==> src/rtl/aes_prng_entropy_responder.sv <==
// Entropy responder for the AES masking PRNG: packs upstream beats into words,
// drops repeated words, buffers them and serves one word per req/ack.
module aes_prng_entropy_responder #(
  parameter int SrcWidth     = 16,
  parameter int EntropyWidth = 32,
  parameter int Depth        = 2,
  localparam int LvlW        = $clog2(Depth + 1)
) (
  input  logic                    clk_i,
  input  logic                    rst_i,
  input  logic                    flush_i,
  input  logic                    src_valid_i,
  output logic                    src_ready_o,
  input  logic [SrcWidth-1:0]     src_data_i,
  input  logic                    entropy_req_i,
  output logic                    entropy_ack_o,
  output logic [EntropyWidth-1:0] entropy_o,
  output logic [LvlW-1:0]         level_o,
  output logic                    rep_err_o
);

  localparam int R    = EntropyWidth / SrcWidth;
  localparam int CntW = (R > 1) ? $clog2(R) : 1;

  logic [CntW-1:0]         cnt_q, cnt_d;
  logic [EntropyWidth-1:0] pack_q, pack_d;
  logic [EntropyWidth-1:0] mem_q [Depth];
  logic [EntropyWidth-1:0] mem_d [Depth];
  logic [LvlW-1:0]         level_q, level_d;
  logic [EntropyWidth-1:0] last_q, last_d;
  logic                    last_vld_q, last_vld_d;
  logic                    rep_err_q, rep_err_d;

  logic                    full, last_beat, beat_xfer, word_done, is_rep, push;
  logic [EntropyWidth-1:0] word;
  logic [LvlW-1:0]         lvl_popped;

  always_comb begin
    full      = (level_q == LvlW'(Depth));
    last_beat = (cnt_q == CntW'(R - 1));

    // Ready looks only at registered state, so a same-cycle pop cannot raise it.
    src_ready_o   = flush_i | ~(last_beat & full);
    beat_xfer     = src_valid_i & src_ready_o;
    entropy_ack_o = entropy_req_i & (level_q != '0) & ~flush_i;
    entropy_o     = entropy_ack_o ? mem_q[0] : '0;
    level_o       = level_q;
    rep_err_o     = rep_err_q;

    word = pack_q;
    for (int k = 0; k < R; k++) begin
      if (cnt_q == CntW'(k)) word[k*SrcWidth +: SrcWidth] = src_data_i;
    end

    word_done = beat_xfer & last_beat & ~flush_i;
    is_rep    = last_vld_q & (word == last_q);
    push      = word_done & ~is_rep;

    cnt_d      = cnt_q;
    pack_d     = pack_q;
    last_d     = last_q;
    last_vld_d = last_vld_q;
    rep_err_d  = rep_err_q | (word_done & is_rep);
    mem_d      = mem_q;
    lvl_popped = level_q - LvlW'(entropy_ack_o);
    level_d    = level_q;

    if (flush_i) begin
      cnt_d      = '0;
      pack_d     = '0;
      level_d    = '0;
      last_vld_d = 1'b0;
    end else begin
      if (beat_xfer) begin
        cnt_d  = last_beat ? '0 : cnt_q + CntW'(1);
        pack_d = last_beat ? '0 : word;
      end
      if (push) begin
        last_d     = word;
        last_vld_d = 1'b1;
      end
      // Head lives in entry 0; a pop shifts everything down one slot.
      if (entropy_ack_o) begin
        for (int i = 0; i < Depth - 1; i++) mem_d[i] = mem_q[i+1];
      end
      for (int i = 0; i < Depth; i++) begin
        if (push && lvl_popped == LvlW'(i)) mem_d[i] = word;
      end
      level_d = lvl_popped + LvlW'(push);
    end
  end

  always_ff @(posedge clk_i) begin
    if (rst_i) begin
      cnt_q      <= '0;
      pack_q     <= '0;
      level_q    <= '0;
      last_q     <= '0;
      last_vld_q <= 1'b0;
      rep_err_q  <= 1'b0;
      for (int i = 0; i < Depth; i++) mem_q[i] <= '0;
    end else begin
      cnt_q      <= cnt_d;
      pack_q     <= pack_d;
      level_q    <= level_d;
      last_q     <= last_d;
      last_vld_q <= last_vld_d;
      rep_err_q  <= rep_err_d;
      for (int i = 0; i < Depth; i++) mem_q[i] <= mem_d[i];
    end
  end

endmodule

==> config.mk <==
export PLATFORM = sky130hd
export DESIGN_NAME = aes_prng_entropy_responder
export DESIGN_NICKNAME = d
export VERILOG_FILES = /design/src/rtl/aes_prng_entropy_responder.sv
export SDC_FILE = /design/constraint.sdc
export NUM_CORES = 1
export LEC_CHECK = 0
export BUFFER_PORTS_ARGS = -buffer_cell sky130_fd_sc_hd__buf_2
export CORE_AREA = 4 4 104 106
export DETAILED_ROUTE_END_ITERATION = 12
export DIE_AREA = 0 0 108 110
export PLACE_DENSITY = 0.78
export SKIP_CTS_REPAIR_TIMING = 1
export SLEW_MARGIN = 15
export SYNTH_ARGS = -nofsm -noshare
export SYNTH_HDL_FRONTEND = slang
export SYNTH_SLANG_ARGS = --single-unit
==> constraint.sdc <==
create_clock -name clk_i -period 3.57 [get_ports clk_i]
set_input_delay 0.714 -clock clk_i [delete_from_list [all_inputs] [get_ports clk_i]]
set_output_delay 0.714 -clock clk_i [all_outputs]
set_load 0.005 [all_outputs]
# Word-level counts from Yosys, hierarchy flattened
# Index checks and enable logic that the tools add are counted.
# W data, S select, Z words.
[classes]
addsub = 3
multipliers = 0
n_div = 0
order_cmp = 0
n_eq_ne = 3
shift = 0
n_mux = 7
bitwise_logic = 14
n_reduce_logical = 9
[ops]
columns = ["operator", "count"]
rows = [
  ["$mux W32", 4],
  ["$eq A32 B32 Y1", 1],
  ["$mux W16", 2],
  ["$and A1 B1 Y1", 9],
  ["$reduce_and A2 Y1", 3],
  ["$reduce_bool A2 Y1", 2],
  ["$not A1 Y1", 3],
  ["$add A2 B1 Y2", 1],
  ["$eq A2 B1 Y1 const B", 1],
  ["$eq A2 B2 Y1 const B", 1],
  ["$logic_and A1 B1 Y1", 2],
  ["$logic_not A2 Y1", 1],
  ["$or A1 B1 Y1", 2],
  ["$reduce_or A2 Y1", 1],
  ["$sub A2 B1 Y2", 1],
  ["$add A1 B1 Y1 const B", 1],
  ["$mux W1", 1],
]
[word_totals]
register_bits = 133
latchBits = 0
ram_bits = 0
mem_bits_ro = 0
inputBits = 21
mem_count = 0

# Depth between registers and ports, before layout
# Gate-level depths: netlist (run 1).
[depth]
word_depth = 11
mapped_depth = 14
mapped_depth_nobuf = 9

# Least setup slack after synthesis (run 1)
# OpenSTA, ideal clock, no wires.
[synth_timing]
path_kind = "input -> register"
start = "input port src_data_i[4]"
end = "register level_q[1] (netlist: level_o[1])"
setup_time_ps = 128
t_arrival_ps = 2825
required_ps = 3442
setup_slack_ps = 617
cell_stages = 12
path_cell_list = "mux2i_1 > xnor2_1 > nor4_1 > nand4_1 > or4_1 > buf_2 > and2_1 > buf_6 > buf_6 > ha_1 > xor2_1 > nor2_1"
[synth_between]
elab_chain_len = 6
[synth_rtl]
columns = ["item", "line_no", "text"]
rows = [
  ["start: declaration", "14", "input logic [SrcWidth-1:0] src_data_i,"],
  ["$mux W16", "52", "if (cnt_q == CntW'(k)) word[k*SrcWidth +: SrcWidth] = src_data_i;"],
  ["$eq A32 B32 Y1 (*)", "56", "is_rep = last_vld_q & (word == last_q);"],
  ["$and A1 B1 Y1 (*)", "56", ""],
  ["$not A1 Y1 (*)", "57", "push = word_done & ~is_rep;"],
  ["$and A1 B1 Y1 (*)", "57", ""],
  ["named net push", "34", "logic full, last_beat, beat_xfer, word_done, is_rep, push;"],
  ["$add A2 B1 Y2 (*)", "89", "level_d = lvl_popped + LvlW'(push);"],
  ["end signal: assignment", "105", "level_q <= level_d;"],
  ["end: declaration", "29", "logic [LvlW-1:0] level_q, level_d;"],
]
# Mark *: on every way through the listed nets, which the timed path passes. The rest lies on a longest branch.
# A chain may end at the register's enable or synchronous reset.

# Worst setup path in the final report (run 1)
[layout_timing]
start = "register cnt_q"
end = "register mem_q[62] (netlist name)"
[layout_between]
elab_chain_len = 10
[layout_rtl]
columns = ["item", "line_no", "text"]
rows = [
  ["start: declaration", "25", "logic [CntW-1:0] cnt_q, cnt_d;"],
  ["start signal: assignment", "103", "cnt_q <= cnt_d;"],
  ["$and A1 B1 Y1", "43", "src_ready_o = flush_i | ~(last_beat & full);"],
  ["$not A1 Y1", "43", ""],
  ["$or A1 B1 Y1", "43", ""],
  ["$and A1 B1 Y1", "44", "beat_xfer = src_valid_i & src_ready_o;"],
  ["$and A1 B1 Y1 (2 in a row)", "55", "word_done = beat_xfer & last_beat & ~flush_i;"],
  ["$and A1 B1 Y1", "57", ""],
  ["$logic_and A1 B1 Y1", "87", "if (push && lvl_popped == LvlW'(i)) mem_d[i] = word;"],
  ["$reduce_bool A2 Y1 (no source line)", "-", ""],
  ["$reduce_and A2 Y1 (no source line)", "-", ""],
  ["end: declaration", "27", "logic [EntropyWidth-1:0] mem_q [Depth];"],
]
# Parallel ways exist; a longest one is shown, timed or not.

==> summary.txt, run 1 <==
Yosys
  – Post-Synthesis Cells: 591
  – Post-synth ARST share: 0
  – Synth top area share: 0.466
  – Warning count from the yosys run: 0
  – EDFF count, synth: 0
  – Ranking of synthesized cells by area: dfxtp_1 (47%), mux2i_1 (11%), a22o_1 (9.2%)
  – Sequential area share after synthesis: 0.466
  – Post-Syn Nets: ~610
  – Synth area leader: dfxtp_1
  – Seq cells post-synth: between 100 and 150
  – Synth Area per Inst: 9.68 um2
  – Number of distinct library cells after synthesis: 38
  – Top FF cell, synth: dfxtp_1
  – Post-Syn Area: 5720 um2

Timing
  – Rel. slew slack: 0.602
  – Max Fclk: approximately 300 MHz
  – Final period util: 0.937
  – Min Tclk post-route: 3.34 ns
  – Final Skew: 0.0110 ns
  – Worst hold slack: 0.457 ns
  – Setup violations, final: 0
  – Final Hold Fails: 0
  – RSZ-0062 raised after global routing: no
  – Fin. max-slew vios: 0
  – Setup TNS: 0 ns
  – Worst-Margin Slew: a little under 0.6 ns

Detailed routing
  – DRC: 0
  – Total Wirelength: 14,200 um
  – Post-DR vias/cell: 5.94
  – Antenna-violating nets left: 0
  – DR pass1 iterations: 6
  – Post-DR wirelength/cell: 18.2 um
  – Vias post-DR: between 4,000 and 5,000
  – Initial DRC Count: 393

Cells and area
  – Layout Nets: 659
  – Commonest cells after routing, fill and taps aside: dfxtp_1 (132), mux2i_1 (61), a22o_1 (60)
  – Final instance area: 6710 um2
  – Most common cell after layout, fill and taps aside: dfxtp_1
  – Ant. Diodes: 0
  – Final core utilization: 0.686
  – Layout cell share with drive strength beyond 1: 0.179
  – Area grow syn2layout: 17.2%

Power and ir drop
  – Power per cell area: ~510 nW/um2
  – Clock Power Share: 0.505
  – Leakage: between 2 and 3 nW
  – Sw Pwr: 0.804 mW
  – Cell Int Power: 2.64 mW
  – Comb pwr share: 0.057
  – Sw Share: 0.234
  – Peak VDD IR: 296 uV
  – Reg power frac: 0.438

Global route
  – Vias in the first global route: roughly 4,400
  – Initial antenna violation count: 0
  – Largest net degree at the start of global routing: 66
  – First-pass GRT wire length: ~23,000 um
  – Overall global routing resource usage: 0.249
  – Remaining global-route overflow: 0

Clock network
  – Root Driver: clkbuf_8
  – Sinks on Clock Net: 133
  – Worst skew pair latency: 0.52 ns
  – H-Tree Depth: 4
  – Clock buffer depth: 2
  – Clock Pin Slew Worst Setup and Hold Paths: 0.06 ns
  – CTS tree: yes
  – Num CTS Buffers: 17

Place
  – Port Buffers: 57
  – Final GP Congestion: 0.946
  – Detailed Place HPWL: 9640 um
  – Placed cell areas: a little over 6000 um2

Status
  – Status: completed

Setup path
  – Crit end category: flop
  – CP Data Arrival Time: approximately 3.8 ns
  – Crit Path Max Fanout: 34
  – WP data required: about 4 ns
  – Crit path kind: flop to flop
  – Startpoint Class: flop

Die
  – Number of core rows: 36
  – Initial Util: 0.585
  – Die width: 108 um
  – I/O Pins: 58
  – DIE AREA: approximately 12,000 um2
  – Die H: between 100 and 150 um
  – Core footprint: 9770 um2

Job
  – Max-cap check violation count: 0

Min path
  – Hold WC Path Type: flop to flop
-- path summary, 6_finish.rpt --
kind / from / to / slack, ns / depth (start not counted)
worst max-delay path: cnt_q$_SDFFE_PP0N_ / mem_q[62]$_SDFFE_PP0P_ / 0.23 / 10
worst min-delay path: pack_q[1]$_SDFFE_PP0N_ / pack_q[1]$_SDFFE_PP0N_ / 0.46 / 2
worst max register to register: cnt_q$_SDFFE_PP0N_ / mem_q[62]$_SDFFE_PP0P_ / 0.23 / 10
worst min register to register: pack_q[1]$_SDFFE_PP0N_ / pack_q[1]$_SDFFE_PP0N_ / 0.46 / 2
-- layout make-up --
type                       instances  area, um2
multi-input combinational        405       2810
sequential                       133       2660
clock inverter                    14        175
timing repair buffer              72        448
fill                             771       3070
clock buffer                      18        418
inverter                           7       26.3
tap                              133        166
-- synthesized netlist by cell type (8+ instances only) --
| cell type | count |
|---|---|
| a21oi_1 | 20 |
| nand3_1 | 34 |
| and2_1 | 50 |
| mux2i_1 | 61 |
| nand3b_1 | 15 |
| o21ai_1 | 32 |
| a22o_1 | 60 |
| nor2_1 | 39 |
| nand2_1 | 24 |
| clkbuf_1 | 27 |
| dfxtp_1 | 133 |
| buf_1 | 8 |
| xnor2_1 | 26 |
-- registers in the layout, summed over array words and instances (netlist names) --
register    cells
cnt_q           1
last_vld_q      1
rep_err_o       1
level_o         2
last_q         32
mem_q          64
pack_q         32
-- power by group through the flow --
stage | Combinational [mW] | Sequential (mW) | Clock [mW]
floorplan | 0.131 | 1.53 | 0
global placement | 0.188 | 1.54 | 0
detailed placement | 0.191 | 1.54 | 0
CTS | 0.193 | 1.51 | 1.75
global route | 0.211 | 1.51 | 1.81
finish | 0.197 | 1.51 | 1.74
-- through the flow --
step                      setup slack [ns]  total power, mW  cells
after floorplan                      0.617             1.67    591
after global placement               0.361             1.73    750
after detailed placement             0.303             1.73    750
after CTS                            0.292             3.45    782
after global routing                0.0134             3.53    782
final                                0.225             3.44    782
-- critical path, cell delays in order, from the launching register on --
cell and delay [ns]:
dfxtp_2 0.58, buf_12 0.22, mux2i_1 0.48, xnor2_1 0.12, nor4_1 0.37, nand2_1 0.13, or4_1 0.44, buf_4 0.28
a21o_1 0.20, buf_4 0.24, o21ai_1 0.18
-- cells by family after synthesis --
family | share of synthesized area
xor+xnor | 0.0459
simple gates | 0.169
flops | 0.466
compound gates | 0.156
mux | 0.114
buf+inv | 0.0449
fa+ha+maj | 0.00437
-- per-layer routing --
metal  wire length (um)  GRT usage
met1               6610      0.357
met4                250     0.0794
met3               1030     0.0524
met2               6320      0.378
met5                  0          0
(Power assumes the default switching activity.)
==> inputs of run 2 (changes only) <==
--- a/config.mk
+++ b/config.mk
@@ -6,10 +6,10 @@
 export NUM_CORES = 1
 export LEC_CHECK = 0
 export BUFFER_PORTS_ARGS = -buffer_cell sky130_fd_sc_hd__buf_2
-export CORE_AREA = 4 4 104 106
+export CORE_AREA = 4 4 109 111
 export DETAILED_ROUTE_END_ITERATION = 12
-export DIE_AREA = 0 0 108 110
-export PLACE_DENSITY = 0.78
+export DIE_AREA = 0 0 113 115
+export PLACE_DENSITY = 0.75
 export SKIP_CTS_REPAIR_TIMING = 1
 export SLEW_MARGIN = 15
 export SYNTH_ARGS = -nofsm -noshare
==> constraint.sdc (replaced) <==
create_clock -name clk_i -period 3 [get_ports clk_i]
set_input_delay 0.6 -clock clk_i [delete_from_list [all_inputs] [get_ports clk_i]]
set_output_delay 0.6 -clock clk_i [all_outputs]
set_load 0.005 [all_outputs]
==> run 2 against run 1 <==
  * Count of clock-buffer cells in the layout up 3
  * Sequential share of layout area fell by 1.7 points
  * Via count rose by 0.39%
  * Clock power is 36% higher
  * Non-clock buffer count up 10
  * Critical endpoint is now last_q[4]$_SDFFE_PP0P_
  * Largest cell class unchanged
==> summary.txt, run 2 (synthesis gave the netlist of run 1 again) <==
Status
  – Status: completed

Cells and area
  – Layout Nets: roughly 670
  – Regs by FF count: mem_q (64), last_q (32), pack_q (32)
  – Most common cell after layout, fill and taps aside: dfxtp_1
  – Final core utilization: 0.650
  – Area grow syn2layout: 22.6%
  – Layout cell share with drive strength beyond 1: 0.209
  – Commonest cells after routing, fill and taps aside: dfxtp_1 (132), a22o_1 (60), buf_2 (57)
  – Final instance area: between 7000 and 8000 um2
  – Ant. Diodes: 0
  – Max reg flops: between 60 and 70
  – Top reg by flops: mem_q

Min path
  – Hold path startpoint: src_data_i[1]
  – Worst Hold End: pack_q[1]$_SDFFE_PP0N_
  – Worst hold path cell count: 3
  – Hold WC Path Type: input port to flop

Die
  – Initial Util: 0.530
  – Core footprint: 10,800 um2
  – I/O Pins: 58
  – DIE AREA: 13,000 um2
  – Die width: 113 um
  – Die H: 115 um
  – Number of core rows: 38

Detailed routing
  – Initial DRC Count: 429
  – Antenna-violating nets left: 0
  – Post-DR vias/cell: 5.83
  – Vias post-DR: 4,661
  – Post-DR wirelength/cell: roughly 18 um
  – DR pass1 iterations: 5
  – Total Wirelength: 14,800 um
  – DRC: 0

Setup path
  – Critical path origin: cnt_q$_SDFFE_PP0N_
  – WP data required: 3.41 ns
  – Crit Path Max Fanout: 16
  – Reg2reg end: last_q[4]$_SDFFE_PP0P_
  – CP Data Arrival Time: approximately 3.3 ns
  – Register-to-register setup slack: 0.10 ns
  – Startpoint Class: flop
  – RR Startpoint: cnt_q$_SDFFE_PP0N_
  – Reg2Reg Depth: 9
  – Crit end category: flop
  – Crit path kind: flop to flop

Job
  – Max-cap check violation count: 0

Global route
  – Initial antenna violation count: 0
  – Met3 Use GR: 0.0616
  – Remaining global-route overflow: 0
  – Largest net degree at the start of global routing: 66
  – GR peak layer: met2
  – Met1 global-route usage: 0.316
  – Grt met2 use: 0.336
  – First-pass GRT wire length: 23,100 um
  – Vias in the first global route: 4,420
  – Overall global routing resource usage: 0.226

Timing
  – Final Skew: roughly 0.0086 ns
  – Final worst setup slack: 0.104 ns
  – Min Tclk post-route: a little under 3 ns
  – Setup violations, final: 0
  – Max Fclk: ~350 MHz
  – Worst hold slack: around 0.37 ns
  – Final Hold Fails: 0
  – Rel. slew slack: 0.603
  – Final period util: 0.965
  – Worst-Margin Slew: between 0.5 and 0.6 ns
  – Fin. max-slew vios: 0

Clock network
  – Worst skew pair latency: 0.52 ns
  – H-Tree Depth: 4
  – Clock Pin Slew Worst Setup and Hold Paths: 0.06 ns
  – CTS tree: yes
  – Sinks on Clock Net: 133
  – Root Driver: clkbuf_8
  – Clock buffer depth: 2
  – Num CTS Buffers: 17

Place
  – Detailed Place HPWL: 9970 um
  – Placed cell areas: 6200 um2
  – Final GP Congestion: 0.905
  – Pre-CTS WS: -0.00821 ns
  – Port Buffers: 57

Power and ir drop
  – Leakage: 2.67 nW
  – Power per cell area: 631 nW/um2
  – Peak VDD IR: 393 uV
  – PnR Total Power: 4.42 mW
==> run 2: power breakdown <==
part / total [mW] / leakage [nW] / switching, mW / internal [mW]
Combinational: 0.266 / 1.27 / 0.163 / 0.103
Clock: 2.37 / 0.329 / 0.775 / 1.59
Sequential: 1.79 / 1.07 / 0.0111 / 1.78
==> run 2: routing by layer <==
layer | share of wire | wire length, um
met1 | 0.45 | 6710
met2 | 0.46 | 6750
met3 | 0.070 | 1030
met4 | 0.018 | 272
met5 | 0 | 0
==> run 2: cell type report <==
class,instances,area (um2)
clock buffers,21,459
clock inverters,11,219
fillers,843,3780
inverters,7,26.3
multi-input cells,405,2880
flip-flops and latches,133,2670
well taps,140,175
repair buffers,82,587
==> run 2: per-stage QoR <==
stage	cells	TNS (ns)
final	799	0
after global routing	799	-0.00587
after CTS	796	0
after detailed placement	764	-0.00821
after global placement	764	0
after floorplan	591	0
==> run 2: worst max path at each step <==
stage	to	slack (ns)	cells after the start
CTS	mem_q[53]$_SDFFE_PP0P_	0.04	10
floorplan	level_o[1]$_SDFF_PP0_	0.16	12
finish	last_q[4]$_SDFFE_PP0P_	0.10	9
global route	mem_q[33]$_SDFFE_PP0P_	-0.006	10
detailed placement	mem_q[53]$_SDFFE_PP0P_	-0.008	10
global placement	mem_q[35]$_SDFFE_PP0P_	0.09	10
==> run 2: worst max-delay path: stages, from the launching register on <==
cell and delay, ns:
dfxtp_4 0.41, buf_12 0.18, mux2i_4 0.28, xnor2_1 0.17, a211oi_2 0.28, nand4_1 0.18, or4_4 0.58, and2_1 0.22
buf_4 0.21, a22o_1 0.23
==> inputs of run 3 (changes only) <==
==> constraint.sdc (replaced) <==
create_clock -name clk_i -period 2.64 [get_ports clk_i]
set_input_delay 0.528 -clock clk_i [delete_from_list [all_inputs] [get_ports clk_i]]
set_output_delay 0.528 -clock clk_i [all_outputs]
set_load 0.005 [all_outputs]
==> run 3 against run 2 <==
  * Largest power group unchanged
  * Power increased by 6.4%
  * Combinational power increased by 62%
  * Die area unchanged
  * Non-clock buffer count increased by 58
  * Largest cell class unchanged
  * The run now ends with setup timing left
==> summary.txt, run 3 (synthesis gave the netlist of run 1 again) <==
Timing
  – Min Tclk post-route: between 2 and 3 ns
  – Fin. max-slew vios: 0
  – Setup violations, final: 95
  – RSZ-0062 raised after global routing: yes
  – Final Hold Fails: 0
  – Worst-Margin Slew: 0.622 ns
  – Max Fclk: 352 MHz
  – Final worst setup slack: -0.200 ns
  – Rel. slew slack: 0.584
  – Setup TNS: -10.15 ns
  – Final period util: 1.08
  – Final Skew: 0.00712 ns

Die
  – I/O Pins: 58
  – Die width: 113 um
  – Core footprint: around 11,000 um2
  – DIE AREA: 13,000 um2
  – Number of core rows: 38
  – Initial Util: 0.530
  – Die H: 115 um

Place
  – Detailed Place HPWL: 10,300 um
  – Final GP Congestion: 0.912
  – DP Cell Count: about 800
  – Port Buffers: 57
  – Pre-CTS WS: -0.217 ns
  – Placed cell areas: 6570 um2

Cells and area
  – Regs by FF count: mem_q (64), last_q (32), pack_q (32)
  – Ant. Diodes: 0
  – Top reg by flops: mem_q
  – Final instance area: 7850 um2
  – Max reg flops: 64
  – Most common cell after layout, fill and taps aside: dfxtp_1
  – Layout Nets: 727
  – Area grow syn2layout: 37.3%
  – Fin cells: 857
  – Layout cell share with drive strength beyond 1: 0.360
  – Commonest cells after routing, fill and taps aside: dfxtp_1 (132), a22o_1 (60), buf_2 (57)

Setup path
  – Cell mode on critical path: buf_12
  – CP peak stage delay: 0.56 ns
  – Crit path max-delay family: simple AND/OR/NAND/NOR gates
  – Crit-path slowest cell: or4_4
  – Startpoint Class: flop
  – Buf/Inv on CP: 4
  – Register-to-register setup slack: -0.20 ns
  – CP Data Arrival Time: 3.32 ns
  – WP data required: 3.12 ns
  – Crit path kind: flop to flop
  – Crit end category: flop
  – Worst-path cell chain: buf_12 -> buf_12 -> mux2i_4 -> xnor2_1 -> nor3_2 -> nand4_1 -> buf_4 -> or4_4 -> a21oi_4 -> buf_12 -> a22o_1
  – Crit Path Max Fanout: 19

Clock network
  – Worst skew pair latency: 0.54 ns
  – Num CTS Buffers: 17
  – Clock buffer depth: 2
  – Clock Pin Slew Worst Setup and Hold Paths: 0.06 ns
  – CTS tree: yes
  – H-Tree Depth: 4
  – Root Driver: clkbuf_8
  – Sinks on Clock Net: 133

Job
  – Max-cap check violation count: 0

Min path
  – Hold WC Path Type: input port to flop

Detailed routing
  – Initial DRC Count: 438
  – Met3 WL post-DR: 1160 um
  – Post-DR vias/cell: just under 6
  – Antenna-violating nets left: 0
  – M1 WL: between 7000 and 8000 um
  – DR pass1 iterations: 5
  – DRC: 0
  – Vias post-DR: around 5,000
  – Total Wirelength: 17,300 um
  – Top Layer Used: met4
  – Post-DR wirelength/cell: around 20 um
  – Met2 WL post-DR: approximately 8200 um

Power and ir drop
  – Power per cell area: 599 nW/um2
  – PnR Total Power: 4.71 mW
  – Peak VDD IR: around 440 uV
  – Leakage: 3.06 nW

Global route
  – Remaining global-route overflow: 0
  – Overall global routing resource usage: 0.233
  – Vias in the first global route: 4,704
  – Initial antenna violation count: 0
  – First-pass GRT wire length: 24,000 um
  – Largest net degree at the start of global routing: 66

Status
  – Failing checks: setup timing
  – Status: finished, violations left
[run 3: report_power, final]
part	switching (mW)	internal, mW
sequential	0.0142	2.02
combinational	0.228	0.203
clock	0.954	1.28
total	1.20	3.51
[run 3: worst reg2reg max path: stages, from the launching register on]
cell,delay [ns]
dfxtp_4,0.41
buf_12,0.14
buf_12,0.13
mux2i_4,0.29
xnor2_1,0.12
nor3_2,0.21
nand4_1,0.18
buf_4,0.21
or4_4,0.56
a21oi_4,0.19
buf_12,0.18
a22o_1,0.16
[run 3: per-layer routing]
layer,global-route usage,vias up
li1,-,2314
met1,0.316,2460
met2,0.368,203
met3,0.0563,41
met4,0.0769,0
met5,0,-
[run 3: stage by stage]
stage                     utilization  hold WS (ns)
after floorplan                     -         0.429
after global placement          0.609         0.442
after detailed placement        0.609         0.445
after CTS                       0.660         0.271
after global routing            0.728         0.302
final                           0.728         0.278
[run 3: final timing paths]
path	startpoint	end	cells after the start
max	cnt_q$_SDFFE_PP0N_	last_q[31]$_SDFFE_PP0P_	11
max reg2reg	cnt_q$_SDFFE_PP0N_	last_q[31]$_SDFFE_PP0P_	11
min	src_data_i[15]	pack_q[15]$_SDFFE_PP0N_	3
min reg2reg	pack_q[15]$_SDFFE_PP0N_	pack_q[15]$_SDFFE_PP0N_	2
[run 3: layout make-up]
| cell class | instances | area (um2) |
|---|---|---|
| inverters | 7 | 26.3 |
| repair buffers | 140 | 1190 |
| fillers | 730 | 2940 |
| flip-flops and latches | 133 | 2670 |
| multi-input cells | 405 | 3240 |
| clock inverters | 13 | 123 |
| well taps | 140 | 175 |
| clock buffers | 19 | 432 |
